===== src/rtl/skid_arb.sv =====
// Round-robin arbiter feeding a registered main/skid output stage; beats carry their source index.
// Optional burst lock is compiled in with SKID_ARB_LOCK_EN.
module skid_arb #(
  parameter int NUM_REQ = 4,
  parameter int DATA_W  = 8,
  parameter int SRC_W   = 2
) (
  input  logic                      clk,
  input  logic                      reset_n,
  input  logic [NUM_REQ-1:0]        i_valid_i,
  input  logic [NUM_REQ*DATA_W-1:0] i_data_i,
`ifdef SKID_ARB_LOCK_EN
  input  logic [NUM_REQ-1:0]        i_last_i,
`endif
  output logic [NUM_REQ-1:0]        i_ready_o,
  input  logic                      e_ready_i,
  output logic                      e_valid_o,
  output logic [DATA_W-1:0]         e_data_o,
  output logic [SRC_W-1:0]          e_src_o
);

  typedef enum logic [1:0] {EMPTY, ONE, FULL} state_e;

  state_e            state_q, state_d;
  logic [DATA_W-1:0] main_data_q, main_data_d, skid_data_q, skid_data_d;
  logic [SRC_W-1:0]  main_src_q, main_src_d, skid_src_q, skid_src_d;
  logic [SRC_W-1:0]  rr_ptr_q, rr_ptr_d;
`ifdef SKID_ARB_LOCK_EN
  logic              lock_q, lock_d;
  logic [SRC_W-1:0]  lock_id_q, lock_id_d;
`endif

  logic              found, acc, pop;
  logic [SRC_W-1:0]  sel, sel_next;
  logic [DATA_W-1:0] new_data;

  // Ready is built only from registered state and i_valid_i, never e_ready_i.
  always_comb begin
    found = 1'b0;
    sel   = '0;
    for (int i = 0; i < NUM_REQ; i++) begin
      int idx;
      logic elig;
      idx = int'(rr_ptr_q) + i;
      if (idx >= NUM_REQ) idx = idx - NUM_REQ;
`ifdef SKID_ARB_LOCK_EN
      elig = !lock_q || (lock_id_q == SRC_W'(idx));
`else
      elig = 1'b1;
`endif
      if (!found && i_valid_i[idx] && elig) begin
        found = 1'b1;
        sel   = SRC_W'(idx);
      end
    end
    acc       = found && (state_q != FULL) && reset_n;
    i_ready_o = acc ? (NUM_REQ'(1) << sel) : '0;
    new_data  = i_data_i[int'(sel)*DATA_W +: DATA_W];
    sel_next  = (int'(sel) == NUM_REQ-1) ? '0 : sel + SRC_W'(1);
    pop       = (state_q != EMPTY) && e_ready_i;
  end

  always_comb begin
    state_d     = state_q;
    main_data_d = main_data_q;
    main_src_d  = main_src_q;
    skid_data_d = skid_data_q;
    skid_src_d  = skid_src_q;
    rr_ptr_d    = rr_ptr_q;
`ifdef SKID_ARB_LOCK_EN
    lock_d      = lock_q;
    lock_id_d   = lock_id_q;
`endif
    case (state_q)
      EMPTY: if (acc) begin
        state_d     = ONE;
        main_data_d = new_data;
        main_src_d  = sel;
      end
      ONE: begin
        if (acc && !pop) begin
          state_d     = FULL;
          skid_data_d = new_data;
          skid_src_d  = sel;
        end else if (pop && !acc) begin
          state_d = EMPTY;
        end else if (acc && pop) begin
          main_data_d = new_data;
          main_src_d  = sel;
        end
      end
      FULL: if (pop) begin
        state_d     = ONE;
        main_data_d = skid_data_q;
        main_src_d  = skid_src_q;
      end
      default: state_d = EMPTY;
    endcase
`ifdef SKID_ARB_LOCK_EN
    // The pointer only moves when a burst closes.
    if (acc) begin
      if (i_last_i[sel]) begin
        lock_d   = 1'b0;
        rr_ptr_d = sel_next;
      end else begin
        lock_d    = 1'b1;
        lock_id_d = sel;
      end
    end
`else
    if (acc) rr_ptr_d = sel_next;
`endif
  end

  always_ff @(posedge clk or negedge reset_n) begin
    if (!reset_n) begin
      state_q     <= EMPTY;
      main_data_q <= '0;
      main_src_q  <= '0;
      skid_data_q <= '0;
      skid_src_q  <= '0;
      rr_ptr_q    <= '0;
`ifdef SKID_ARB_LOCK_EN
      lock_q      <= 1'b0;
      lock_id_q   <= '0;
`endif
    end else begin
      state_q     <= state_d;
      main_data_q <= main_data_d;
      main_src_q  <= main_src_d;
      skid_data_q <= skid_data_d;
      skid_src_q  <= skid_src_d;
      rr_ptr_q    <= rr_ptr_d;
`ifdef SKID_ARB_LOCK_EN
      lock_q      <= lock_d;
      lock_id_q   <= lock_id_d;
`endif
    end
  end

  assign e_valid_o = (state_q != EMPTY);
  assign e_data_o  = main_data_q;
  assign e_src_o   = main_src_q;

endmodule


===== config.mk =====
export PLATFORM = sky130hd
export DESIGN_NAME = skid_arb
export DESIGN_NICKNAME = d
export VERILOG_FILES = /design/src/rtl/skid_arb.sv
export SDC_FILE = /design/constraint.sdc
export NUM_CORES = 1
export LEC_CHECK = 0
export CORE_UTILIZATION = 49
export CTS_CLUSTER_DIAMETER = 60
export DETAILED_ROUTE_END_ITERATION = 12
export HOLD_SLACK_MARGIN = 0.05
export PLACE_DENSITY = 0.87
export SYNTH_ARGS = -nofsm -noshare
export SYNTH_HDL_FRONTEND = slang
export SYNTH_SLANG_ARGS = --single-unit

===== constraint.sdc =====
create_clock -name clk -period 3.93 [get_ports clk]
set_input_delay 0.393 -clock clk [delete_from_list [all_inputs] [get_ports clk]]
set_output_delay 0.393 -clock clk [all_outputs]
set_load 0.05 [all_outputs]

# After elaboration in Yosys (flattened, before gate mapping)
# Index checks and enable logic that the tools add are counted.
# classes
n_shift	2
reduce_logical	20
add_sub_neg	8
eq_ne	10
n_mux	43
n_lt_le_gt_ge	8
# ops
cell	n
$lt A32 B4 Y1 const B	4
$mux W32	4
$mux W8	5
$shiftx A32 B6 Y8	1
$mux W2	14
$pmux W8 S3	1
$mux W1	12
$ne A2 B2 Y1 const B	6
$pmux W2 S3	2
$sub A3 B3 Y4 const B	3
$ge A3 B3 Y1 const B	3
$logic_and A1 B1 Y1	9
$bmux W1 S2	4
$add A2 B2 Y3 const B	2
$reduce_and A6 Y1	1
$logic_not A1 Y1	5
$eq A2 B1 Y1 const B	2
$mux W4	1
$shl A1 B2 Y4 const A	1
$sub A2 B3 Y4 const B	1
$add A2 B1 Y3 const B	1
$ge A2 B3 Y1 const B	1
$ne A3 B3 Y1 const B	1
$reduce_and A3 Y1	1
other kinds (6)	6
# word_totals
output_inout_bits	15
input_bits	39
ff_bits	24

# Depth between registers and ports, before layout
# depth
depth_word	22
ltp_mapped	11
depth_no_buf	10

# Worst setup path after synthesis
# OpenSTA, ideal clock, no wires.
# synth_timing
path_type	register -> register
startpoint	register state_q[1]
endpoint	register main_data_q[7], in the netlist e_data_o[7]
slack_ns	1.628
t_required_ns	3.843
arrival_time_ns	2.216
path_buffers	2
path_stages_with_launch	12
path_cell_list	dfrtp_1 > nor2b_1 > clkbuf_1 > nor2_1 > inv_1 > ha_1 > nor3_1 > o21bai_4 > nand2_1 > buf_2 > nand3_1 > o211ai_1
# synth_between
elab_chain_cells	7
word_cells_on_any_way	21
classes_between	eq/ne: 8; mux: 1; reduce/logical: 12
# synth_rtl
item	line	text
start: declaration	24	state_e state_q, state_d;
start signal: assignment	128	state_q <= state_d;
$ne A2 B2 Y1 *	56	acc = found && (state_q != FULL) && reset_n;
$logic_and A1 B1 Y1 * (2 in a row)	56	
via acc	33	logic found, acc, pop;
$logic_not A1 Y1	85	end else if (pop && !acc) begin
$logic_and A1 B1 Y1	85	
$ne A2 B2 Y1 (no source line)	-	
$reduce_and A6 Y1 (no source line) *	-	
end signal: assignment	129	main_data_q <= main_data_d;
end: declaration	25	logic [DATA_W-1:0] main_data_q, main_data_d, skid_data_q, skid_data_d;
# Mark *: on every way through the listed nets, which the timed path passes. The rest lies on a longest branch.
# A chain may end at the register's enable or synchronous reset.

# Worst setup path after layout
# layout_timing
startpoint	input i_valid_i[1]
endpoint	output i_ready_o[2]
# layout_between
elab_chain_cells	16
word_cells_on_any_way	30
classes_between	shift: 1; mux: 21; reduce/logical: 8
# layout_rtl
item	line	text
start: declaration	10	input logic [NUM_REQ-1:0] i_valid_i,
$bmux W1 S2	51	if (!found && i_valid_i[idx] && elig) begin
$mux W1 (not written as such) (2 in a row)	51	
$mux W1	51	
$logic_not A1 Y1	51	
$logic_and A1 B1 Y1	51	
$mux W1	51	
$logic_not A1 Y1	51	
$logic_and A1 B1 Y1	51	
$mux W1	51	
$logic_not A1 Y1	51	
$logic_and A1 B1 Y1	51	
$mux W1	51	
$logic_and A1 B1 Y1 (2 in a row)	56	
$mux W4 *	57	i_ready_o = acc ? (NUM_REQ'(1) << sel) : '0;
end: declaration	15	output logic [NUM_REQ-1:0] i_ready_o,
# Mark *: on every way between the ends. The rest lies on a longest branch, timed or not. The select of a mux whose other input is x is not followed.

==> out/qor.yml <==
setup_path:
  path_max_fanout: 6
  critical-path-top-delay-family: "buffers and inverters"
  crit_path_top_delay_cell: "clkdlybuf4s50_1"
  crit_path_cell_trace: "clkdlybuf4s50_1, mux2i_1, a211oi_2, inv_1, ha_1, and2_1, clkdlybuf4s50_1"
  cp.required_ns: 3.54
  worst_setup_path_end_kind: "primary output"
  critical_path_class: "in2out"
  critPathMaxStageDelay_ns: 0.70
  arrival_ns: 2.76
  cpMostUsedCell: "clkdlybuf4s50_1"
  critical_path.startpoint_type: "input port"
  cp.buffers_inverters: 3
floorplan:
  dieHeight_um: 59.1
  core_area_um2: 3080
  die_w_um: 59.1
  fp-row-count: 20
  start_util: 0.520
  dieArea_um2: 3500
  boundaryPins: 54
clocking:
  root_buffer: "clkbuf_4"
  h-tree-depth: 1
  numCtsBuffers: 3
  post_cts_buffers: 0
  clock-sinks: 24
  clk_pin_slew_ns: 0.12
  cts_resized: 0
  clk_latency_ns: 0.31
  ctsHoldBuffers: 0
  cts_buffer_depth: 2
  cts_tree: "built"
global_route:
  grt_start_max_net_pins: 25
  antenna_found_initial: 0
  grt_pass1_vias: 1341
  use_met1: 0.272
  grt_use_met2: 0.369
  grt_pass1_wl_um: 5740
  grt.overflow.total: 0
  track_usage: 0.212
  use_met3: 0.0240
  grt_busiest_layer: "met2"
routing:
  vias_per_cell: 5.41
  drtPass1Iterations: 4
  drc: 0
  wl_per_cell_um: 13.8
  drt_iter0_markers: 16
  finalWirelength_um: 3410
  vias: 1330
  ant_nets: 0
power_and_ir_drop:
  total_power_mw: 1.53
  p_int_mw: 0.812
  p_per_area_nw_per_um2: 703
  switching_share: 0.470
  seq_power_share: 0.289
  p_clk_frac: 0.084
  p_switching_mw: 0.719
  peakVddDrop_mv: 0.311
  combPwrFrac: 0.627
  p_leak_nw: 0.984
flow_run:
  max_cap_violations: 0
place:
  dp_hpwl_um: 2790
  globalplace.congestion: 0.871
  io_buffers: 53
timing:
  hold-worst-slack_ns: 0.494
  hold_viol_final: 0
  rsz0062_at_grt: "false"
  setup_tns_ns: 0
  max_freq_mhz: 317
  drv_slew: 0
  period_needed_ns: 3.15
  worst_pin_slew_ns: 0.892
  skew_ns: 0.00523
  period_share: 0.803
  slew_headroom: 0.403
  setup_viol: 0
cells_and_area:
  multiInputGateArea_um2: 910
  layout_common_cells: "clkdlybuf4s50_1 (53), dfrtp_1 (24), mux2i_1 (19)"
  drive_above_1_share: 0.183
  regArea_um2: 601
  num_antenna_cells: 0
  syn2layout_area_growth_pct: 36.2
  finalNetCount: 249
  fill_cells: 239
  final_common_cell: "clkdlybuf4s50_1"
yosys:
  ys_seq_area_frac: 0.376
  ys_ff_latch: 24
  netlist.area_leader.share: 0.376
  yosys_warnings: 0
  syn_area_um2: 1600
  synth_area_leaders: "dfrtp_1 (38%), mux2i_1 (12%), mux2_4 (6.6%), ha_1 (5.5%), o211ai_2 (5.5%)"
  avgSynthCellArea_um2: 10.7
  synth_nets: 196
  yosys.area.top_type: "dfrtp_1"
  synthCells: 150
  yosysUniqueCellTypes: 33
outcome:
  status: "finished, final reports clean"
worst_hold_path:
  hold_class: "reg2reg"
==> final timing paths <==
path,from,to,slack (ns),cells after the start
setup / recovery,i_valid_i[1],i_ready_o[2],0.78,7
hold / removal,skid_data_q[5],skid_data_q[5],0.49,2
setup reg to reg,state_q[0],e_data_o[5],0.91,9
hold reg to reg,skid_data_q[5],skid_data_q[5],0.49,2
max in group asynchronous,reset_n,skid_data_q[2],3.16,2
min in group asynchronous,reset_n,state_q[0],0.54,2
==> cell families (layout without fill, tap and decap cells) <==
kind of cell / Yosys count / count (layout) / synth area share
mux: 28 / 28 / 0.199
compound gates: 31 / 31 / 0.178
flops: 24 / 24 / 0.376
simple gates: 46 / 46 / 0.138
buf+inv: 14 / 66 / 0.0556
fa+ha+maj: 7 / 7 / 0.0548
==> final cells by class <==
class                   instances  area share
well taps                      44      0.0253
inverters                       6      0.0103
repair buffers                 56       0.254
multi-input cells             112       0.418
clock buffers                   4      0.0167
flip-flops and latches         24       0.276
==> cells in the mapped netlist (all sizes together) <==
| master | count |
|---|---|
| ha | 7 |
| dfrtp | 24 |
| nand3b | 2 |
| buf | 5 |
| o21ai | 11 |
| a2bb2oi | 1 |
| nor2 | 5 |
| nor3b | 1 |
| nand2 | 15 |
| mux2i | 19 |
| inv | 6 |
| a211oi | 1 |
| nor3 | 1 |
| a21oi | 7 |
| mux2 | 9 |
| nor2b | 1 |
| nand3 | 16 |
| o21bai | 1 |
| and2 | 4 |
| clkbuf | 3 |
| or2 | 1 |
| o211ai | 8 |
| o41ai | 1 |
| o22ai | 1 |
==> tightest hold or removal path: stages (launching register included) <==
cell     delay (ns)
dfrtp_1        0.36
nand2_1        0.06
o21ai_2        0.05
==> metrics by stage <==
step	area [um2]	setup WS, ns	utilization	cells
floorplan	1600	1.63	-	150
global placement	2140	0.835	0.696	242
detailed placement	2140	0.758	0.696	242
CTS	2180	0.772	0.707	246
global route	2180	0.625	0.707	246
finish	2180	0.775	0.707	246
==> layer usage <==
metal | up-vias | wire length [um]
met5 | - | 0
met4 | 0 | 42
met3 | 7 | 192
met2 | 55 | 1740
met1 | 624 | 1430
li1 | 644 | -
==> power groups by stage <==
stage / registers, mW / clock network [mW] / logic [mW]
after global placement: 0.441 / 0 / 0.933
after global routing: 0.458 / 0.141 / 1.03
after detailed placement: 0.448 / 0 / 0.963
after CTS: 0.442 / 0.130 / 0.967
final: 0.443 / 0.128 / 0.960
after floorplan: 0.601 / 0 / 0.565
==> state kept, by name (all words and copies together) (netlist names) <==
signal and cells:
skid_src_q 2, e_src_o 2, state_q 2, skid_data_q 8, e_data_o 8, rr_ptr_q 2
(Power assumes the default switching activity.)
